--- config.mk ---
export PLATFORM = sky130hd
export DESIGN_NAME = com_arb_fsm
export DESIGN_NICKNAME = d
export VERILOG_FILES = /design/src/rtl/com_arb_fsm.sv
export SDC_FILE = /design/constraint.sdc
export NUM_CORES = 1
export LEC_CHECK = 0
export CAP_MARGIN = 10
export CORE_MARGIN = 2
export CORE_UTILIZATION = 51
export DETAILED_ROUTE_END_ITERATION = 12
export PLACE_DENSITY_LB_ADDON = 0.05
export SYNTH_ARGS = -nofsm -noshare
export SYNTH_HDL_FRONTEND = slang
export SYNTH_SLANG_ARGS = --single-unit
--- constraint.sdc ---
create_clock -name wclk -period 3.5 [get_ports wclk]
set_input_delay 0.7 -clock wclk [delete_from_list [all_inputs] [get_ports wclk]]
set_output_delay 0.7 -clock wclk [all_outputs]
set_load 0.005 [all_outputs]
--- src/rtl/com_arb_fsm.sv ---
// Round-robin write-side arbiter for the shared wclk-domain FIFO.
// Grants one channel per burst, honours wfull and caps burst length.
module com_arb_fsm #(
   parameter int NCH       = 4,
   parameter int SELW      = 2,
   parameter int MAX_BURST = 16,
   parameter int CNT_W     = 5,
   parameter int REST      = 2
) (
   input  logic             wclk,
   input  logic             wrst_n,
   input  logic [NCH-1:0]   req,
   input  logic             wfull,
   output logic [NCH-1:0]   grant,
   output logic             w_en,
   output logic [SELW-1:0]  sel,
   output logic             busy,
   output logic [CNT_W-1:0] burst_cnt
);

   localparam int RW = (REST > 1) ? $clog2(REST) : 1;
   localparam logic [RW-1:0] REST_LAST =
      RW'((REST > 0) ? REST - 1 : 0);
   localparam logic [CNT_W-1:0] CNT_LAST =
      CNT_W'(MAX_BURST - 1);

   typedef enum logic [1:0] {
      S_IDLE,
      S_DATA,
      S_REST
   } state_t;

   state_t           state_q, state_d;
   logic [SELW-1:0]  rr_q, rr_d;
   logic [SELW-1:0]  sel_q, sel_d;
   logic [CNT_W-1:0] cnt_q, cnt_d;
   logic [RW-1:0]    rest_q, rest_d;

   logic             found;
   logic [SELW-1:0]  win;
   logic             req_sel;
   logic [NCH-1:0]   grant_c;
   logic             wen_c;

   // Scan from rr_q upward, then wrap to the channels below it.
   always_comb begin
      found = 1'b0;
      win   = '0;
      for (int i = 0; i < NCH; i++) begin
         if (!found && i >= int'(rr_q) && req[i]) begin
            found = 1'b1;
            win   = SELW'(i);
         end
      end
      for (int i = 0; i < NCH; i++) begin
         if (!found && i < int'(rr_q) && req[i]) begin
            found = 1'b1;
            win   = SELW'(i);
         end
      end
   end

   always_comb begin
      req_sel = 1'b0;
      for (int i = 0; i < NCH; i++) begin
         if (SELW'(i) == sel_q) req_sel = req[i];
      end
   end

   always_comb begin
      state_d = state_q;
      rr_d    = rr_q;
      sel_d   = sel_q;
      cnt_d   = cnt_q;
      rest_d  = rest_q;
      grant_c = '0;
      wen_c   = 1'b0;
      unique case (state_q)
         S_IDLE: begin
            if (found) begin
               for (int i = 0; i < NCH; i++) begin
                  grant_c[i] = (SELW'(i) == win);
               end
               sel_d   = win;
               cnt_d   = '0;
               state_d = S_DATA;
            end
         end
         S_DATA: begin
            wen_c = !wfull;
            for (int i = 0; i < NCH; i++) begin
               grant_c[i] = (SELW'(i) == sel_q) && req_sel
                            && (cnt_q != CNT_LAST);
            end
            // Exit only on a real write so a trailing word survives wfull.
            if (wen_c) begin
               cnt_d = cnt_q + 1'b1;
               if (!req_sel || cnt_q == CNT_LAST) begin
                  rr_d    = (int'(sel_q) == NCH - 1) ? '0
                                                     : sel_q + 1'b1;
                  rest_d  = '0;
                  state_d = (REST > 0) ? S_REST : S_IDLE;
               end
            end
         end
         S_REST: begin
            rest_d = rest_q + 1'b1;
            if (rest_q == REST_LAST) state_d = S_IDLE;
         end
         default: state_d = S_IDLE;
      endcase
   end

   always_ff @(posedge wclk or negedge wrst_n) begin
      if (!wrst_n) begin
         state_q <= S_IDLE;
         rr_q    <= '0;
         sel_q   <= '0;
         cnt_q   <= '0;
         rest_q  <= '0;
      end else begin
         state_q <= state_d;
         rr_q    <= rr_d;
         sel_q   <= sel_d;
         cnt_q   <= cnt_d;
         rest_q  <= rest_d;
      end
   end

   // IDLE grant is combinational, so mask it while reset is held.
   assign grant     = wrst_n ? grant_c : '0;
   assign w_en      = wrst_n & wen_c;
   assign busy      = (state_q != S_IDLE);
   assign sel       = sel_q;
   assign burst_cnt = cnt_q;

endmodule

# Word-level counts from Yosys, hierarchy flattened
# Index checks and enable logic that the tools add are counted.
# totals
in_bits	7
out_inout_bits	13
regBits	12
word_cells	104
# op_classes
bitwise	2
eq_ne	15
addsub	3
reduce_logical	40
magnitude_cmp	6
mux	33
# op_table
cell	count
1-bit logical AND	20
2-bit two-way mux	10
1-bit two-way mux	15
5-bit two-way mux	2
5-bit case mux with 2 select lines	1
3-bit AND reduction	3
2-bit equality test, first input constant	4
1-bit zero test	8
4-bit two-way mux	2
2-bit inequality test, second input constant	4
4-bit case mux with 2 select lines	1
2-bit zero test	3
2-bit case mux with 3 select lines	1
2-bit nonzero test	3
5-bit by 1-bit adder with 5-bit output, second input constant	1
5-bit by 4-bit equality test with 1-bit output, second input constant	1
5-bit by 4-bit inequality test with 1-bit output, second input constant	1
1-bit by 2-bit equality test with 1-bit output, first input constant	2
2-bit by 1-bit equality test with 1-bit output, second input constant	2
1-bit by 2-bit >= comparator with 1-bit output, first input constant	2
1-bit by 2-bit less-than comparator with 1-bit output, first input constant	2
4-bit AND reduction	1
2-bit by 1-bit adder with 2-bit output, second input constant	1
2-bit equality test, second input constant	1
8 further kinds	8

# Logic depth before layout (Yosys ltp)
# logic_depth
word_depth	30
depth_mapped	6

# Worst setup path after synthesis
# OpenSTA, ideal clock, no wires.
# synth_path
kind	register to output
startpoint	register cnt_q[0] (netlist: burst_cnt[0])
endpoint	output grant[0]
required_ps	2800
path_buffers	0
arrival_ps	1693
stages_incl_launch_ff	7
path_slack_ps	1107
path_cell_list	dfrtp_1 ha_1 and3_1 ha_1 a2111oi_4 o211a_1 a32o_1
# synth_between
elab_chain_cells	4
# synth_rtl
item	line	source
start: declaration	36	logic [CNT_W-1:0] cnt_q, cnt_d;
start signal: assignment	125	cnt_q <= cnt_d;
5-bit by 4-bit inequality test with 1-bit output	93	&& (cnt_q != CNT_LAST);
1-bit logical AND	93	
4-bit case mux with 2 select lines	78	unique case (state_q)
4-bit two-way mux	131	assign grant = wrst_n ? grant_c : '0;
end: declaration	14	output logic [NCH-1:0] grant,
# Every way passes these cells.

# Worst setup path in the final report
# layout_path
startpoint	input req[0]
endpoint	output grant[0]
# layout_between
elab_chain_cells	29
elab_cells_between_ends	41
cone_classes	mux (20); reduce/logical (21)
# layout_rtl
item	line	source
start: declaration	12	input logic [NCH-1:0] req,
1-bit logical AND	50	if (!found && i >= int'(rr_q) && req[i]) begin
1-bit two-way mux	50	
1-bit zero test	50	
1-bit logical AND (2 in a row)	50	
1-bit two-way mux	50	
1-bit zero test	50	
1-bit logical AND (2 in a row)	50	
1-bit two-way mux	50	
(+10 left out)	--	
1-bit two-way mux	56	if (!found && i < int'(rr_q) && req[i]) begin
1-bit zero test	56	
1-bit logical AND (2 in a row)	56	
2-bit two-way mux	56	
2-bit zero test	82	grant_c[i] = (SELW'(i) == win);
4-bit two-way mux	80	if (found) begin
4-bit case mux with 2 select lines (*)	78	
4-bit two-way mux (*)	131	
# Mark *: on every way between the ends. The rest lies on a longest branch, timed or not.

==> flow_summary.html <==
<table>
<tr><th>Metric</th><th>Value</th></tr>
<tr><th colspan="2">Yosys</th></tr>
<tr><td>Synthesis-stage register bit count</td><td>12</td></tr>
<tr><td>Share of flip-flops with an asynchronous set or reset after synthesis</td><td>100.0%</td></tr>
<tr><td>Total nets after synthesis</td><td>103</td></tr>
<tr><td>Synth warn</td><td>0</td></tr>
<tr><td>Predominant post-synthesis flop cell</td><td>dfrtp_1</td></tr>
<tr><td>Number of different library cells in the post-synthesis netlist</td><td>36</td></tr>
<tr><td>Post-Syn Area</td><td>834.6 µm²</td></tr>
<tr><td>Count of flip-flops with a built-in enable after synthesis</td><td>0</td></tr>
<tr><td>Register area share after synthesis</td><td>35.98%</td></tr>
<tr><td>Mean Syn Cell Area</td><td>9.273 µm²</td></tr>
<tr><td>Post-synthesis instance total</td><td>90</td></tr>
<tr><th colspan="2">STA</th></tr>
<tr><td>Max frequency</td><td>0.2972 GHz</td></tr>
<tr><td>Max-Slew Margin vs Limit</td><td>69.05%</td></tr>
<tr><td>Worst clock skew</td><td>0.005342 ns</td></tr>
<tr><td>Final hold violation count</td><td>0</td></tr>
<tr><td>Slew at the pin closest to its max-slew limit</td><td>0.4594 ns</td></tr>
<tr><td>Setup Total Neg Slack</td><td>0 ns</td></tr>
<tr><td>Final worst path period share</td><td>96.14%</td></tr>
<tr><td>Final worst path period need</td><td>3.365 ns</td></tr>
<tr><td>Number of pins exceeding their max-slew limit in the final report</td><td>0</td></tr>
<tr><td>Final number of setup-violating endpoints</td><td>0</td></tr>
<tr><td>Setup repair after global routing missed its margin</td><td>false</td></tr>
<tr><th colspan="2">Detailed routing</th></tr>
<tr><td>Post-detailed-route DRC marker count</td><td>0</td></tr>
<tr><td>Total Wirelength</td><td>1837 µm</td></tr>
<tr><td>Via density per instance</td><td>5.775</td></tr>
<tr><td>Final antenna-violating net count</td><td>0</td></tr>
<tr><td>Routed len/inst</td><td>14.24 µm</td></tr>
<tr><td>Initial DRT Pass Iterations</td><td>4</td></tr>
<tr><td>Number of violations reported at the end of detailed-routing iteration 0</td><td>11</td></tr>
<tr><td>Via count of the routed design</td><td>745</td></tr>
<tr><th colspan="2">Global route</th></tr>
<tr><td>Fraction of met3 tracks used by global routing</td><td>4.898%</td></tr>
<tr><td>Met2 routing resource usage after global routing</td><td>36.18%</td></tr>
<tr><td>Maximum number of pins on one net before global-route repair</td><td>14</td></tr>
<tr><td>Layer with the highest usage after global routing</td><td>met2</td></tr>
<tr><td>Antenna violations before repair</td><td>0</td></tr>
<tr><td>Total track usage</td><td>22.76%</td></tr>
<tr><td>Wire length of the first global-routing pass</td><td>3291 µm</td></tr>
<tr><td>Sum of overflow across all layers after global routing</td><td>0</td></tr>
<tr><td>Global routing met1 resource utilization</td><td>29.64%</td></tr>
<tr><td>Via count of the first global-routing pass</td><td>736</td></tr>
<tr><th colspan="2">Worst setup path</th></tr>
<tr><td>Destination of the critical timing path</td><td>grant[0]</td></tr>
<tr><td>Startpoint of the most critical register-to-register path</td><td>burst_cnt[0]$_DFFE_PN0P_</td></tr>
<tr><td>Setup slack on the worst flop-to-flop path</td><td>1.44 ns</td></tr>
<tr><td>Highest-delay cell along the critical path</td><td>clkdlybuf4s50_1</td></tr>
<tr><td>Worst endpoint data arrival time</td><td>2.66 ns</td></tr>
<tr><td>Data required, critical path</td><td>2.80 ns</td></tr>
<tr><td>Most prevalent standard cell on the critical path</td><td>clkdlybuf4s50_1</td></tr>
<tr><td>Worst Reg2Reg Path Length in Cells</td><td>7</td></tr>
<tr><td>Cell breakdown of the critical path</td><td>clkdlybuf4s50_1 &gt; a21o_2 &gt; a21boi_0 &gt; o21ai_0 &gt; a32o_1 &gt; clkdlybuf4s50_1</td></tr>
<tr><td>Type of the worst setup path</td><td>primary input to output pin</td></tr>
<tr><td>Crit path launch</td><td>req[0]</td></tr>
<tr><td>Kind of end point of the critical path</td><td>output pin</td></tr>
<tr><td>Crit-path max cell delay</td><td>0.59 ns</td></tr>
<tr><td>Critical path fanouts, max</td><td>6</td></tr>
<tr><td>Reg2reg end</td><td>rr_q[1]$_DFFE_PN0P_</td></tr>
<tr><td>Kind of start point of the critical path</td><td>primary input</td></tr>
<tr><th colspan="2">Cells and area</th></tr>
<tr><td>Layout cell share with drive strength beyond 1</td><td>11.50%</td></tr>
<tr><td>Top library cells by usage in the layout, fill and taps aside</td><td>19 x clkdlybuf4s50_1, 12 x dfrtp_1, 9 x o21ai_0</td></tr>
<tr><td>Area grow syn2layout</td><td>30.74%</td></tr>
<tr><td>Number of antenna cells inserted</td><td>0</td></tr>
<tr><td>Most common cell after layout, fill and taps aside</td><td>clkdlybuf4s50_1</td></tr>
<tr><td>Final layout net count</td><td>128</td></tr>
<tr><th colspan="2">Die</th></tr>
<tr><td>Initial Util</td><td>54.76%</td></tr>
<tr><td>Total core area</td><td>1524 µm²</td></tr>
<tr><td>Row count</td><td>14</td></tr>
<tr><td>Ports</td><td>20</td></tr>
<tr><td>Height of the chip</td><td>44.45 µm</td></tr>
<tr><td>Die X-Extent</td><td>44.45 µm</td></tr>
<tr><td>Die outline area</td><td>1976 µm²</td></tr>
<tr><th colspan="2">Run</th></tr>
<tr><td>Number of maximum-capacitance violations</td><td>0</td></tr>
<tr><th colspan="2">Clocking</th></tr>
<tr><td>Hold_buf cts</td><td>0</td></tr>
<tr><td>Number of buffers added for setup after CTS</td><td>0</td></tr>
<tr><td>Clock tree sinks</td><td>12</td></tr>
<tr><td>CTS max path bufs</td><td>2</td></tr>
<tr><td>H-tree depth</td><td>1</td></tr>
<tr><td>Clock buffers created by TritonCTS</td><td>3</td></tr>
<tr><td>TritonCTS clock tree</td><td>yes</td></tr>
<tr><td>Quantity of gates resized following cts</td><td>0</td></tr>
<tr><td>Clk Tree Root Cell</td><td>clkbuf_4</td></tr>
<tr><td>Clk pin slew, worst setup/hold paths</td><td>0.07 ns</td></tr>
<tr><td>Worst skew pair latency</td><td>0.26 ns</td></tr>
<tr><th colspan="2">Place</th></tr>
<tr><td>Buffers added on ports</td><td>19</td></tr>
<tr><td>Total half-perimeter wirelength after legalization and detailed placement</td><td>1452 µm</td></tr>
<tr><td>Routability-driven placement congestion ratio</td><td>0.8519</td></tr>
<tr><th colspan="2">Pwr</th></tr>
<tr><td>Switching Share</td><td>40.16%</td></tr>
<tr><td>Clock network fraction of total power</td><td>10.9%</td></tr>
<tr><td>Share of total power in sequential cells</td><td>33.4%</td></tr>
<tr><td>Internal power</td><td>445.4 µW</td></tr>
<tr><td>Leakage power</td><td>0.0004683 µW</td></tr>
<tr><td>Maximum resistive drop on vdd</td><td>0.3786 mV</td></tr>
<tr><td>Power density over the cells</td><td>682.2 nW/µm²</td></tr>
<tr><td>Total power after layout</td><td>744.4 µW</td></tr>
<tr><td>Switching power summed over all nets</td><td>299.0 µW</td></tr>
<tr><td>Combinational share of power</td><td>55.7%</td></tr>
<tr><th colspan="2">Run status</th></tr>
<tr><td>Outcome</td><td>finished clean</td></tr>
<tr><th colspan="2">Worst hold path</th></tr>
<tr><td>Hold WC Path Type</td><td>flop to flop</td></tr>
</table>
[cells in the mapped netlist (2+ instances only)]
cell type | number | share of area [%]
a21boi_0 | 2 | 1.8
a32o_1 | 2 | 2.4
and2_1 | 2 | 1.5
clkbuf_1 | 2 | 0.90
dfrtp_1 | 12 | 36
ha_1 | 6 | 9.0
inv_1 | 4 | 1.8
mux2_1 | 2 | 2.7
nand2_1 | 7 | 3.1
nand2b_1 | 2 | 1.5
nand3_1 | 4 | 2.4
nor2_1 | 7 | 3.1
nor2b_1 | 3 | 2.2
nor3_1 | 2 | 1.2
o21ai_0 | 9 | 5.4
or2_0 | 2 | 1.5
or3_1 | 2 | 1.5
xor2_1 | 2 | 2.1
[metal layers]
layer	up-vias	routed length, µm
met1	348	854
met4	0	40
li1	373	-
met2	18	869
met3	6	72
met5	-	0
[worst min path at each step]
stage | endpoint | depth (start not counted) | slack (ns) | startpoint
detailed placement | burst_cnt[4]$_DFFE_PN0P_ | 2 | 0.53 | burst_cnt[4]$_DFFE_PN0P_
floorplan | burst_cnt[0]$_DFFE_PN0P_ | 0 | 0.40 | wrst_n
finish | burst_cnt[4]$_DFFE_PN0P_ | 2 | 0.55 | burst_cnt[4]$_DFFE_PN0P_
global route | state_q[1]$_DFFE_PN0P_ | 2 | 0.57 | rest_q$_DFFE_PN0P_
global placement | burst_cnt[4]$_DFFE_PN0P_ | 2 | 0.52 | burst_cnt[4]$_DFFE_PN0P_
CTS | burst_cnt[4]$_DFFE_PN0P_ | 2 | 0.55 | burst_cnt[4]$_DFFE_PN0P_
[cell type report]
| cell class | instances | area (µm²) |
|---|---|---|
| repair buffers | 22 | 212.7 |
| inverters | 4 | 15.01 |
| flip-flops and latches | 12 | 300.3 |
| well taps | 16 | 20.02 |
| clock buffers | 3 | 22.52 |
| multi-input cells | 72 | 520.5 |
| fillers | 123 | 432.9 |
[per-stage QoR]
stage               instances  setup slack (ns)  hold WS, ns  util, %  cell area (µm²)
global route              129           0.04251       0.5745    71.59             1091
floorplan                  90             1.107       0.4044        -            834.6
detailed placement        126            0.1177       0.5261    69.54             1060
CTS                       129            0.1077       0.5509    71.02             1082
finish                    129            0.1353       0.5479    71.59             1091
global placement          126           0.08582       0.5225    69.54             1060
[flip-flops by register name, summed over array words and instances (netlist names)]
register,flops
rest_q,1
burst_cnt,5
state_q,2
sel,2
rr_q,2
[power by group through the flow]
| stage | sequential, µW | clock, µW | combinational, µW |
|---|---|---|---|
| final | 249 | 81.0 | 414 |
| after global routing | 261 | 89.1 | 461 |
| after CTS | 249 | 84.3 | 417 |
| after detailed placement | 252 | 0 | 414 |
| after global placement | 249 | 0 | 410 |
| after floorplan | 239 | 0 | 253 |
[critical path: cells and delay by family]
kind	cells	cell delay (ns)
compound gates	4	0.87
buf+inv	2	1.09
[cells by family (layout without fill, tap and decap cells)]
group	Yosys count	after routing	synth area share [%]
xor+xnor	2	2	2.099
fa+ha+maj	6	6	8.995
buf+inv	6	29	2.698
simple gates	38	38	24.59
flops	12	12	35.98
mux	3	3	3.898
compound gates	23	23	21.74
(Power assumes the default switching activity.)
